[config.mk]
export PLATFORM = sky130hd
export DESIGN_NAME = iir_inverse
export DESIGN_NICKNAME = d
export VERILOG_FILES = /design/src/rtl/iir_inverse.sv
export SDC_FILE = /design/constraint.sdc
export NUM_CORES = 1
export LEC_CHECK = 0
export ABC_AREA = 1
export CAP_MARGIN = 20
export CORE_ASPECT_RATIO = 2
export CORE_MARGIN = 2
export CORE_UTILIZATION = 45
export CTS_CLUSTER_SIZE = 20
export DETAILED_ROUTE_END_ITERATION = 7
export PLACE_DENSITY_LB_ADDON = 0.15
export SLEW_MARGIN = 10
export SYNTH_ARGS = -nofsm -noshare
export SYNTH_HDL_FRONTEND = slang
export SYNTH_SLANG_ARGS = --single-unit
[constraint.sdc]
create_clock -name clk -period 2.75 [get_ports clk]
set_input_delay 0.825 -clock clk [delete_from_list [all_inputs] [get_ports clk]]
set_output_delay 0.825 -clock clk [all_outputs]
set_load 0.02 [all_outputs]
[src/rtl/iir_inverse.sv]
// iir_inverse: inverse of y(n) = A*y(n-1) + 2^B_SHIFT*x(n); recovers clamped x(n)
// through a 2-stage valid/ready pipeline with flush and error reporting.
`default_nettype none

module iir_inverse #(
  parameter logic signed [7:0] A       = -8'sd1,
  parameter int                B_SHIFT = 2,
  parameter int                IN_W    = 16,
  parameter int                OUT_W   = 8
) (
  input  logic             clk,
  input  logic             rst,
  input  logic             in_valid,
  output logic             in_ready,
  input  logic [IN_W-1:0]  in_data,
  output logic             out_valid,
  input  logic             out_ready,
  output logic [OUT_W-1:0] out_data,
  input  logic             flush,
  output logic             rem_err,
  output logic             sat,
  output logic [15:0]      err_count,
  input  logic             clr_err
);

  localparam int D_W = IN_W + 9;
  localparam logic [D_W-1:0]        REM_MASK = D_W'((64'd1 << B_SHIFT) - 64'd1);
  localparam logic signed [D_W-1:0] OUT_MAX  = D_W'((64'd1 << (OUT_W - 1)) - 64'd1);
  localparam logic signed [D_W-1:0] OUT_MIN  = ~OUT_MAX;

  typedef enum logic [1:0] {
    S_IDLE  = 2'd0,
    S_RUN   = 2'd1,
    S_DRAIN = 2'd2
  } state_t;

  state_t                  r_state, w_state_nxt;
  logic signed [IN_W-1:0]  r_y_prev;
  logic signed [D_W-1:0]   r_d;
  logic                    r_s1_valid;
  logic                    r_out_valid;
  logic [OUT_W-1:0]        r_out_data;
  logic                    r_rem_err, r_sat;
  logic [15:0]             r_err_count;

  logic                    w_out_free, w_s1_adv, w_ready_en, w_in_ready, w_accept, w_clr_hist;
  logic signed [D_W-1:0]   w_a_ext, w_y_ext, w_in_ext, w_d, w_q;
  logic                    w_rem_nz, w_hi, w_lo;
  logic [OUT_W-1:0]        w_clamped;

  assign w_out_free = !r_out_valid || out_ready;
  assign w_s1_adv   = r_s1_valid && w_out_free;
  assign w_ready_en = (r_state != S_DRAIN);
  assign w_in_ready = !rst && w_ready_en && (!r_s1_valid || w_s1_adv);
  assign w_accept   = in_valid && w_in_ready;

  // Full-precision difference: IN_W + 8-bit product plus one guard bit.
  assign w_a_ext  = {{(D_W-8){A[7]}}, A};
  assign w_y_ext  = {{(D_W-IN_W){r_y_prev[IN_W-1]}}, r_y_prev};
  assign w_in_ext = {{(D_W-IN_W){in_data[IN_W-1]}}, in_data};
  assign w_d      = w_in_ext - w_a_ext * w_y_ext;

  assign w_q       = r_d >>> B_SHIFT;
  assign w_rem_nz  = |(r_d & REM_MASK);
  assign w_hi      = (w_q > OUT_MAX);
  assign w_lo      = (w_q < OUT_MIN);
  assign w_clamped = w_hi ? OUT_MAX[OUT_W-1:0] :
                     w_lo ? OUT_MIN[OUT_W-1:0] : w_q[OUT_W-1:0];

  always_comb begin
    w_state_nxt = r_state;
    w_clr_hist  = 1'b0;
    case (r_state)
      S_IDLE: begin
        if (flush) w_clr_hist = 1'b1;
        if (w_accept) w_state_nxt = flush ? S_DRAIN : S_RUN;
      end
      S_RUN: begin
        if (flush) w_state_nxt = S_DRAIN;
      end
      S_DRAIN: begin
        if (!r_s1_valid && !r_out_valid) begin
          w_clr_hist  = 1'b1;
          w_state_nxt = S_IDLE;
        end
      end
      default: w_state_nxt = S_IDLE;
    endcase
  end

  always_ff @(posedge clk or posedge rst) begin
    if (rst) begin
      r_state    <= S_IDLE;
      r_y_prev   <= '0;
      r_d        <= '0;
      r_s1_valid <= 1'b0;
    end else begin
      r_state <= w_state_nxt;
      if (w_accept) begin
        r_d        <= w_d;
        r_y_prev   <= in_data;
        r_s1_valid <= 1'b1;
      end else begin
        if (w_s1_adv)   r_s1_valid <= 1'b0;
        if (w_clr_hist) r_y_prev   <= '0;
      end
    end
  end

  always_ff @(posedge clk or posedge rst) begin
    if (rst) begin
      r_out_valid <= 1'b0;
      r_out_data  <= '0;
    end else if (w_s1_adv) begin
      r_out_valid <= 1'b1;
      r_out_data  <= w_clamped;
    end else if (out_ready) begin
      r_out_valid <= 1'b0;
    end
  end

  // Clear takes priority over any flag or count produced on the same edge.
  always_ff @(posedge clk or posedge rst) begin
    if (rst) begin
      r_rem_err   <= 1'b0;
      r_sat       <= 1'b0;
      r_err_count <= '0;
    end else if (clr_err) begin
      r_rem_err   <= 1'b0;
      r_sat       <= 1'b0;
      r_err_count <= '0;
    end else if (w_s1_adv) begin
      if (w_rem_nz) begin
        r_rem_err <= 1'b1;
        if (r_err_count != 16'hFFFF) r_err_count <= r_err_count + 16'd1;
      end
      if (w_hi || w_lo) r_sat <= 1'b1;
    end
  end

  assign in_ready  = w_in_ready;
  assign out_valid = r_out_valid;
  assign out_data  = r_out_data;
  assign rem_err   = r_rem_err;
  assign sat       = r_sat;
  assign err_count = r_err_count;

endmodule

`default_nettype wire

==> impl_metrics.tcl, run 1 <==
set metrics [dict create \
    status "finished, final reports clean" \
    yosysMostFrequentCell "nand2_1" \
    hold_class "flip-flop to flip-flop" \
    r2r-start "err_count[4]" \
    ys_top_cells_by_area "dfrtp_1 (42%), nand2_1 (18%), inv_1 (7.1%)" \
    hold-path-endpoint "r_state[0]" \
    io_pins 50 \
    finalSetupViolCount 0 \
    grt_overflow_total 0 \
    cp.arrival_ps 1830 \
    slowest_delay_ps 450 \
    grt_pass1_wl_um 17700 \
    p_leak_nw 2.62 \
    crit_path_end_kind "primary output" \
    clk_pin_slew_ps 50 \
    fin_crit_sh_pct 96.6 \
    r2r-end "err_count[10]" \
    synth_common_cells "nand2_1 (199), inv_1 (80), dfrtp_1 (71)" \
    maxSlewHeadroom_pct 52.5 \
    tightest_slew_ps 707 \
    place_congestion 0.902 \
    clock_latency_ps 340 \
    antenna_found_initial 0 \
    slew_violations 0 \
    syn_avg_cell_area_um2 7.28 \
    synth-adder-area-share_pct 5.50 \
    finClkSkew_ps 6.79 \
    powerDensity_mw_per_mm2 835 \
    fp.coreArea_mm2 0.00926 \
    crit_path_top_delay_cell "clkdlybuf4s50_1" \
    min_path_cells 1 \
    netlist_instances 581 \
    hpwl_um 8250 \
    synthMuxAreaShare_pct 0 \
    cts_max_level 3 \
    cp_cell_sequence "clkdlybuf4s50_1 -> inv_1 -> nand3_1 -> nand2_1 -> inv_1 -> clkdlybuf4s15_1" \
    viasPerCell 5.17 \
    pre_cts_slack_ps -216 \
    cts_root_buf "clkbuf_16" \
    fill_cells 922 \
    grt_max_degree 35 \
    synth-async-reset-ratio_pct 100 \
    nNetsFinal 685 \
    fp.dieH_um 141 \
    drc 0 \
    finalInstanceArea_mm2 0.00524 \
    hold_viol 0 \
    synth_area_mm2 0.00423 \
    wl_per_cell_um 14.0 \
    synth_top_area_share_pct 42.0 \
    rsz0062_at_grt "no" \
    die-area_mm2 0.0102 \
    fin_crit_ps 2660 \
    grt_pass1_vias 3944 \
    critPathBufInv 4 \
    track_usage_pct 22.5 \
    critPathMostFrequentCell "inv_1" \
    synth-compound-area-share_pct 11.4 \
    peakVddDrop_mv 0.500 \
    critPathMaxFanout 2 \
    synth_area_leader_cell "dfrtp_1" \
    critPathKind "input port to primary output" \
    num_vias 3893 \
    crit_required_ps 1930 \
    timing.fmax_mhz 376 \
    cts_buffer_depth 2 \
    cts_sinks 71 \
    cp_top_family "buffers and inverters" \
    cts_buffers 9 \
    synth-xor-area-share_pct 1.04 \
    drive_gt1_share_pct 8.17 \
    post_cts_buffers 0 \
    ys_seq_elements 71 \
    rr_worst_depth 7 \
    ys_types 33 \
    maxCapViolCount 0 \
    ys_warn_count 0 \
    yosys.area_share.simple_pct 31.3 \
    synth-edff-count 0 \
    min_from "r_state[1]" \
    syn_to_final_growth_pct 23.8 \
    drt_iter0_markers 193 \
    io_buffer_count 49 \
    drt_wl_total_um 10500 \
    syn_nets 621 \
    finalWorstSetupSlack_ps 93.6 \
    cts_tree "done" \
    startpoint "out_ready" \
    start_kind "input port" \
    synth_ff_type "dfrtp_1" \
    dpl_cell_area_mm2 0.00492 \
    dr.pass1.iters 4 \
    antenna_left 0 \
    synth_top_family_by_area "simple AND/OR/NAND/NOR gates" \
    rows 50 \
    die-width_um 72.6 \
    diodes 0 \
    synth_seq_area_share_pct 42.0 \
    regToRegSetupSlack_ps 720 \
    start_util_pct 45.7 \
]
## placed cells by master, fill, tap and decap left out, types with 2 or more instances in the layout
master	count
a21boi_0	4
a21oi_1	19
a2bb2oi_1	4
buf_12	2
buf_4	12
bufinv_16	2
clkbuf_16	9
clkdlybuf4s50_1	48
clkinv_1	2
clkinv_2	2
dfrtp_1	71
ha_1	17
inv_1	79
inv_2	2
nand2_1	199
nand2_2	3
nand3_1	42
nand3b_1	7
nand4_1	7
nor2_1	33
nor2_2	2
nor3_1	9
o21ai_0	43
o21ai_2	6
or2_2	8
xnor2_1	3
xor2_1	2
## through the flow
step | util, % | hold slack (ps) | instances | setup TNS [ps] | total power [mW]
after floorplan | - | 426 | 581 | 0 | 2.64
after global placement | 53.2 | 434 | 738 | -304 | 3.12
after detailed placement | 53.2 | 458 | 738 | -511 | 3.17
after CTS | 56.5 | 464 | 753 | 0 | 4.43
after global routing | 56.6 | 502 | 753 | 0 | 4.71
final | 56.6 | 459 | 753 | 0 | 4.37
## per-layer routing
metal / GRT usage [%] / vias up / wire length (µm)
met1: 21.8 / 1813 / 3750
met4: 11.3 / 0 / 425
li1: - / 1979 / -
met2: 43.5 / 75 / 6060
met5: 0 / - / 0
met3: 3.50 / 26 / 294
## worst max-delay path by stage
stage                               to  cells past startpoint
after floorplan           err_count[0]                      1
after global placement        in_ready                      6
after detailed placement      in_ready                      6
after CTS                     in_ready                      6
after global routing          in_ready                      6
final                         in_ready                      6
## sequential cells by signal, summed over array words and instances (netlist names)
register	count
r_y_prev	16
r_state	2
sat	1
r_s1_valid	1
rem_err	1
r_d	25
out_valid	1
out_data	8
err_count	16
## cell type report
type | instances | area [µm²] | share of cell area, %
multi-input cells | 417 | 2080 | 39.8
flip-flops and latches | 71 | 1780 | 33.9
repair buffers | 63 | 621 | 11.9
inverters | 83 | 312 | 5.95
clock buffers | 11 | 243 | 4.64
well taps | 104 | 130 | 2.49
clock inverters | 4 | 70.1 | 1.34
## worst reg2reg max path, stage by stage, from the launching register on
cell,delay (ps)
dfrtp_1,450
nand2_2,120
nor2_4,170
nand2_2,90
nor2_2,100
nand3_2,130
a21oi_4,620
o21ai_0,190
## power breakdown
part,switching (mW),internal [mW]
logic,0.928,0.629
registers,0.209,1.37
clock network,0.426,0.810
total,1.56,2.81
## logic make-up (layout without fill, tap and decap cells)
group                    count (synthesis)  count (layout)
AND/OR/NAND/NOR                        312             312
buffers and inverters                   93             161
AO/OA/AOI/OAI                           82              82
flip-flops                              71              71
adder cells (fa/ha/maj)                 18              18
XOR/XNOR                                 5               5
## what timing repair did
item                                    CTS  global route
endpoints found under the setup margin    1             1
resized for setup                         1             1
hold buffers                              0             0
pin swaps                                 0             0
Note: power is estimated with default switching activity, not from simulation.
==> run 2, diff against run 1 <==
- GPL_TIMING_DRIVEN: not set -> 0
==> run 2 against run 1 <==
Net effect:
- via count down 1.9%
- non-clock buffer count down 3
- highest routed layer unchanged
- worst setup slack better by 59 ps
- global-route usage up 0.70 points
- critical endpoint unchanged
- final cell count down 0.27%
- hold slack better by 19 ps
- wire length up 4.2%
- sequential power about the same
- critical path depth unchanged
- largest cell class unchanged
- register-to-register slack better by 50 ps
- clock-buffer cell count down 1
- critical path type unchanged
- clock power up 3%
==> impl_metrics.tcl, run 2 (synthesized netlist as in run 1, its figures left out) <==
set metrics [dict create \
    grt_pass1_vias 3864 \
    powerDensity_mw_per_mm2 854 \
    antenna_found_initial 0 \
    cp.arrival_ps 1770 \
    cts_buffer_depth 2 \
    rsz0062_at_grt "no" \
    die-area_mm2 0.0102 \
    peakVddDrop_mv 0.415 \
    r2r-start "r_y_prev[0]" \
    largest_register_ff_count 25 \
    fp.coreArea_mm2 0.00926 \
    crit_required_ps 1930 \
    finalWorstSetupSlack_ps 152 \
    timing.fmax_mhz 385 \
    hold_slack_ps 478 \
    grt_pass1_wl_um 18200 \
    cts_root_buf "clkbuf_16" \
    nNetsFinal 682 \
    tightest_slew_ps 579 \
    clk_pin_slew_ps 60 \
    diodes 0 \
    antenna_left 0 \
    io_pins 50 \
    critPathMaxFanout 2 \
    cts_sinks 71 \
    min_from "r_state[1]" \
    fin_crit_sh_pct 94.5 \
    start_kind "input port" \
    maxSlewHeadroom_pct 61.1 \
    pre_cts_slack_ps -290 \
    hold_class "flip-flop to flip-flop" \
    p_leak_nw 2.59 \
    dr.pass1.iters 5 \
    fin_tns_setup_ps 0 \
    r2r-end "r_d[22]" \
    critPathKind "input port to primary output" \
    post_cts_buffers 0 \
    grt_overflow_total 0 \
    drc 0 \
    viasPerCell 5.09 \
    die-width_um 72.6 \
    rr_worst_depth 9 \
    fp.dieH_um 141 \
    final_cell_mix "nand2_1 (199), inv_1 (79), dfrtp_1 (71)" \
    place_congestion 0.935 \
    io_buffer_count 49 \
    finClkSkew_ps 6.44 \
    grt_max_degree 53 \
    finalSetupViolCount 0 \
    drive_gt1_share_pct 7.42 \
    layout_commonest_cell "nand2_1" \
    power_mw 4.45 \
    fill_cells 893 \
    track_usage_pct 23.2 \
    rows 50 \
    cts_max_level 3 \
    start_util_pct 45.7 \
    min_path_cells 1 \
    slew_violations 0 \
    maxCapViolCount 0 \
    hpwl_um 8740 \
    drt_iter0_markers 174 \
    hold-path-endpoint "r_state[0]" \
    regToRegSetupSlack_ps 770 \
    status "finished, final reports clean" \
    syn_to_final_growth_pct 23.1 \
    num_vias 3819 \
    drt_wl_total_um 11000 \
    fin_crit_ps 2600 \
    hold_viol 0 \
    cts_tree "done" \
    top_register "r_d" \
    crit_path_end_kind "primary output" \
    cts_buffers 9 \
    clock_latency_ps 330 \
    wl_per_cell_um 14.6 \
]
## run 2: cell count changes in the layout (fill, tap and decap cells not counted), moves of 2 or more
cell / delta
buf_2: +3
buf_4: -12
clkinv_4: +3
clkbuf_1: +4
clkinv_2: -2
buf_6: +2
buf_12: -2
## run 2: power breakdown
group	internal, mW	switching [mW]	leakage (nW)
clock	0.823	0.461	0.159
combinational	0.621	0.961	1.52
sequential	1.37	0.210	0.916
total	2.81	1.63	2.59
## run 2: worst max-delay path by stage
stage / slack [ps] / from / endpoint / depth (start not counted)
after floorplan: 130 / rst / err_count[0] / 1
after global placement: -1160 / rst / err_count[1] / 2
after detailed placement: -290 / out_ready / in_ready / 6
after CTS: 8 / out_ready / in_ready / 6
after global routing: 40 / in_data[0] / r_d[18] / 10
final: 150 / out_ready / in_ready / 6
## run 2: area by class of cell
class	count	area [µm²]	area share, %
multi-input cells	417	2080	40.0
clock buffers	10	239	4.59
flip-flops and latches	71	1780	34.1
repair buffers	50	513	9.85
well taps	104	130	2.50
clock inverters	6	93.8	1.80
plain buffers	10	56.3	1.08
inverters	83	314	6.03
## run 2: layer usage
metal  global-route usage (%)  routed length, µm
met1                     22.4               3800
met2                     44.6               6400
met3                     3.86                303
met4                     12.0                476
met5                        0                  0
## run 2: repair_timing
item,in CTS,in global routing
endpoints found under the hold margin,0,0
hold buffers,0,0
setup endpoints to repair,1,1
resized for setup,2,1
## run 2: critical path, cell delays in order
cell             delay [ps]
clkdlybuf4s50_1         460
inv_1                    70
nand3_1                 110
nand2_1                  70
inv_1                    80
clkbuf_2                170
## run 2: through the flow
step                cells  util, %  instance area (µm²)
floorplan             581        -                 4230
global route          751     56.2                 5210
finish                751     56.2                 5210
detailed placement    735     52.7                 4880
CTS                   751     56.3                 5210
global placement      734     52.4                 4850
==> run 3, diff against run 2 <==
- TNS_END_PERCENT: not set -> 1
- clock period: 2.75 -> 3.09 ns (I/O delays scaled with it)
==> run 3 against run 2 <==
Net effect:
- critical path depth stayed put
- global-route usage stayed put
- sequential power is 11% lower
- largest power group unchanged
- highest routed layer unchanged
==> impl_metrics.tcl, run 3 (synthesized netlist as in run 1, its figures left out) <==
set metrics [dict create \
    top_register "r_d" \
    rows 50 \
    nNetsFinal 682 \
    grt_pass1_vias 3864 \
    cts_sinks 71 \
    wl_per_cell_um 14.6 \
    clk_pin_slew_ps 60 \
    maxCapViolCount 0 \
    num_vias 3819 \
    hpwl_um 8740 \
    antenna_found_initial 0 \
    fin_cells 751 \
    maxSlewHeadroom_pct 61.1 \
    crit_required_ps 2160 \
    finClkSkew_ps 6.44 \
    fin_crit_ps 2960 \
    die-width_um 72.6 \
    track_usage_pct 23.2 \
    grt_pass1_wl_um 18200 \
    final_cell_mix "nand2_1 (199), inv_1 (79), dfrtp_1 (71)" \
    power_mw 3.96 \
    drive_gt1_share_pct 7.26 \
    dr.pass1.iters 5 \
    cts_buffers 9 \
    syn_to_final_growth_pct 23.2 \
    powerDensity_mw_per_mm2 759 \
    use_met2_pct 44.6 \
    io_buffer_count 49 \
    start_util_pct 45.7 \
    p_leak_nw 2.59 \
    finalSetupViolCount 0 \
    fp.coreArea_mm2 0.00926 \
    hold_slack_ps 478 \
    viasPerCell 5.09 \
    hold_viol 0 \
    cts_tree "done" \
    fin_tns_setup_ps 0 \
    io_pins 50 \
    status "finished, final reports clean" \
    timing.fmax_mhz 337 \
    finalWorstSetupSlack_ps 126 \
    drt_wl_total_um 11000 \
    cts_buffer_depth 2 \
    grt_max_degree 53 \
    crit_path_end_kind "primary output" \
    largest_register_ff_count 25 \
    cts_root_buf "clkbuf_16" \
    grt_util_met1_pct 22.4 \
    die-area_mm2 0.0102 \
    tightest_slew_ps 579 \
    fp.dieH_um 141 \
    pre_cts_slack_ps -154 \
    rsz0062_at_grt "no" \
    grt_overflow_total 0 \
    grt.busiest_layer "met2" \
    critPathMaxFanout 2 \
    critPathKind "input port to primary output" \
    start_kind "input port" \
    layout_commonest_cell "nand2_1" \
    hold_class "flip-flop to flip-flop" \
    cp.arrival_ps 2040 \
    drt_iter0_markers 173 \
    cts_max_level 3 \
    antenna_left 0 \
    slew_violations 0 \
    grt_use_met3_pct 3.86 \
    clock_latency_ps 330 \
    diodes 0 \
    place_congestion 0.935 \
    dpl.cell_count 735 \
    fin_crit_sh_pct 95.9 \
    drc 0 \
    peakVddDrop_mv 0.369 \
]
run 3: cell types whose count changed in the layout (fill, tap and decap cells not counted), sizes merged:
cell,before,now
clkbuf,16,15
dlygate4sd2,0,1
run 3: final timing paths:
kind	startpoint	depth (start not counted)	to	slack, ps
max in group asynchronous	rst	3	r_d[8]	1630
setup / recovery	out_ready	6	in_ready	130
min in group asynchronous	rst	2	err_count[11]	920
hold reg to reg	r_state[1]	1	r_state[0]	480
hold / removal	r_state[1]	1	r_state[0]	480
setup reg to reg	r_y_prev[0]	9	r_d[22]	1110
run 3: worst max-delay path, cell delays in order:
cell and delay [ps]:
clkdlybuf4s50_1 460, inv_1 70, nand3_1 110, nand2_1 70, inv_1 70, dlygate4sd2_1 330
run 3: through the flow:
| stage | util [%] | instance area (µm²) |
|---|---|---|
| floorplan | - | 4230 |
| global placement | 52.4 | 4850 |
| finish | 56.3 | 5210 |
| CTS | 56.3 | 5210 |
| detailed placement | 52.7 | 4880 |
| global route | 56.3 | 5210 |
run 3: final cells by class:
type	count	area (µm²)
Clock buffer	10	239
Fill cell	893	4050
Multi-Input combinational cell	417	2080
Timing Repair Buffer	50	517
Sequential cell	71	1780
Inverter	83	314
Buffer	10	56.3
Tap cell	104	130
Clock inverter	6	93.8
run 3: per-layer routing:
metal  up-vias  part of all wire, %
met5         -                    0
met4         0                  4.3
met3        26                  2.8
met2        79                   58
met1      1736                   35
li1       1978                    -
run 3: report_power, final:
part | internal (mW) | switching, mW | leakage [nW]
Combinational | 0.553 | 0.855 | 1.52
Sequential | 1.22 | 0.187 | 0.916
Clock | 0.733 | 0.410 | 0.159
Total | 2.50 | 1.45 | 2.59
run 3: what timing repair did:
item	4_1_cts	5_1_grt
gates resized for setup	1	0
hold buffers	0	0
endpoints found under the setup margin	1	0
setup buffers	0	0
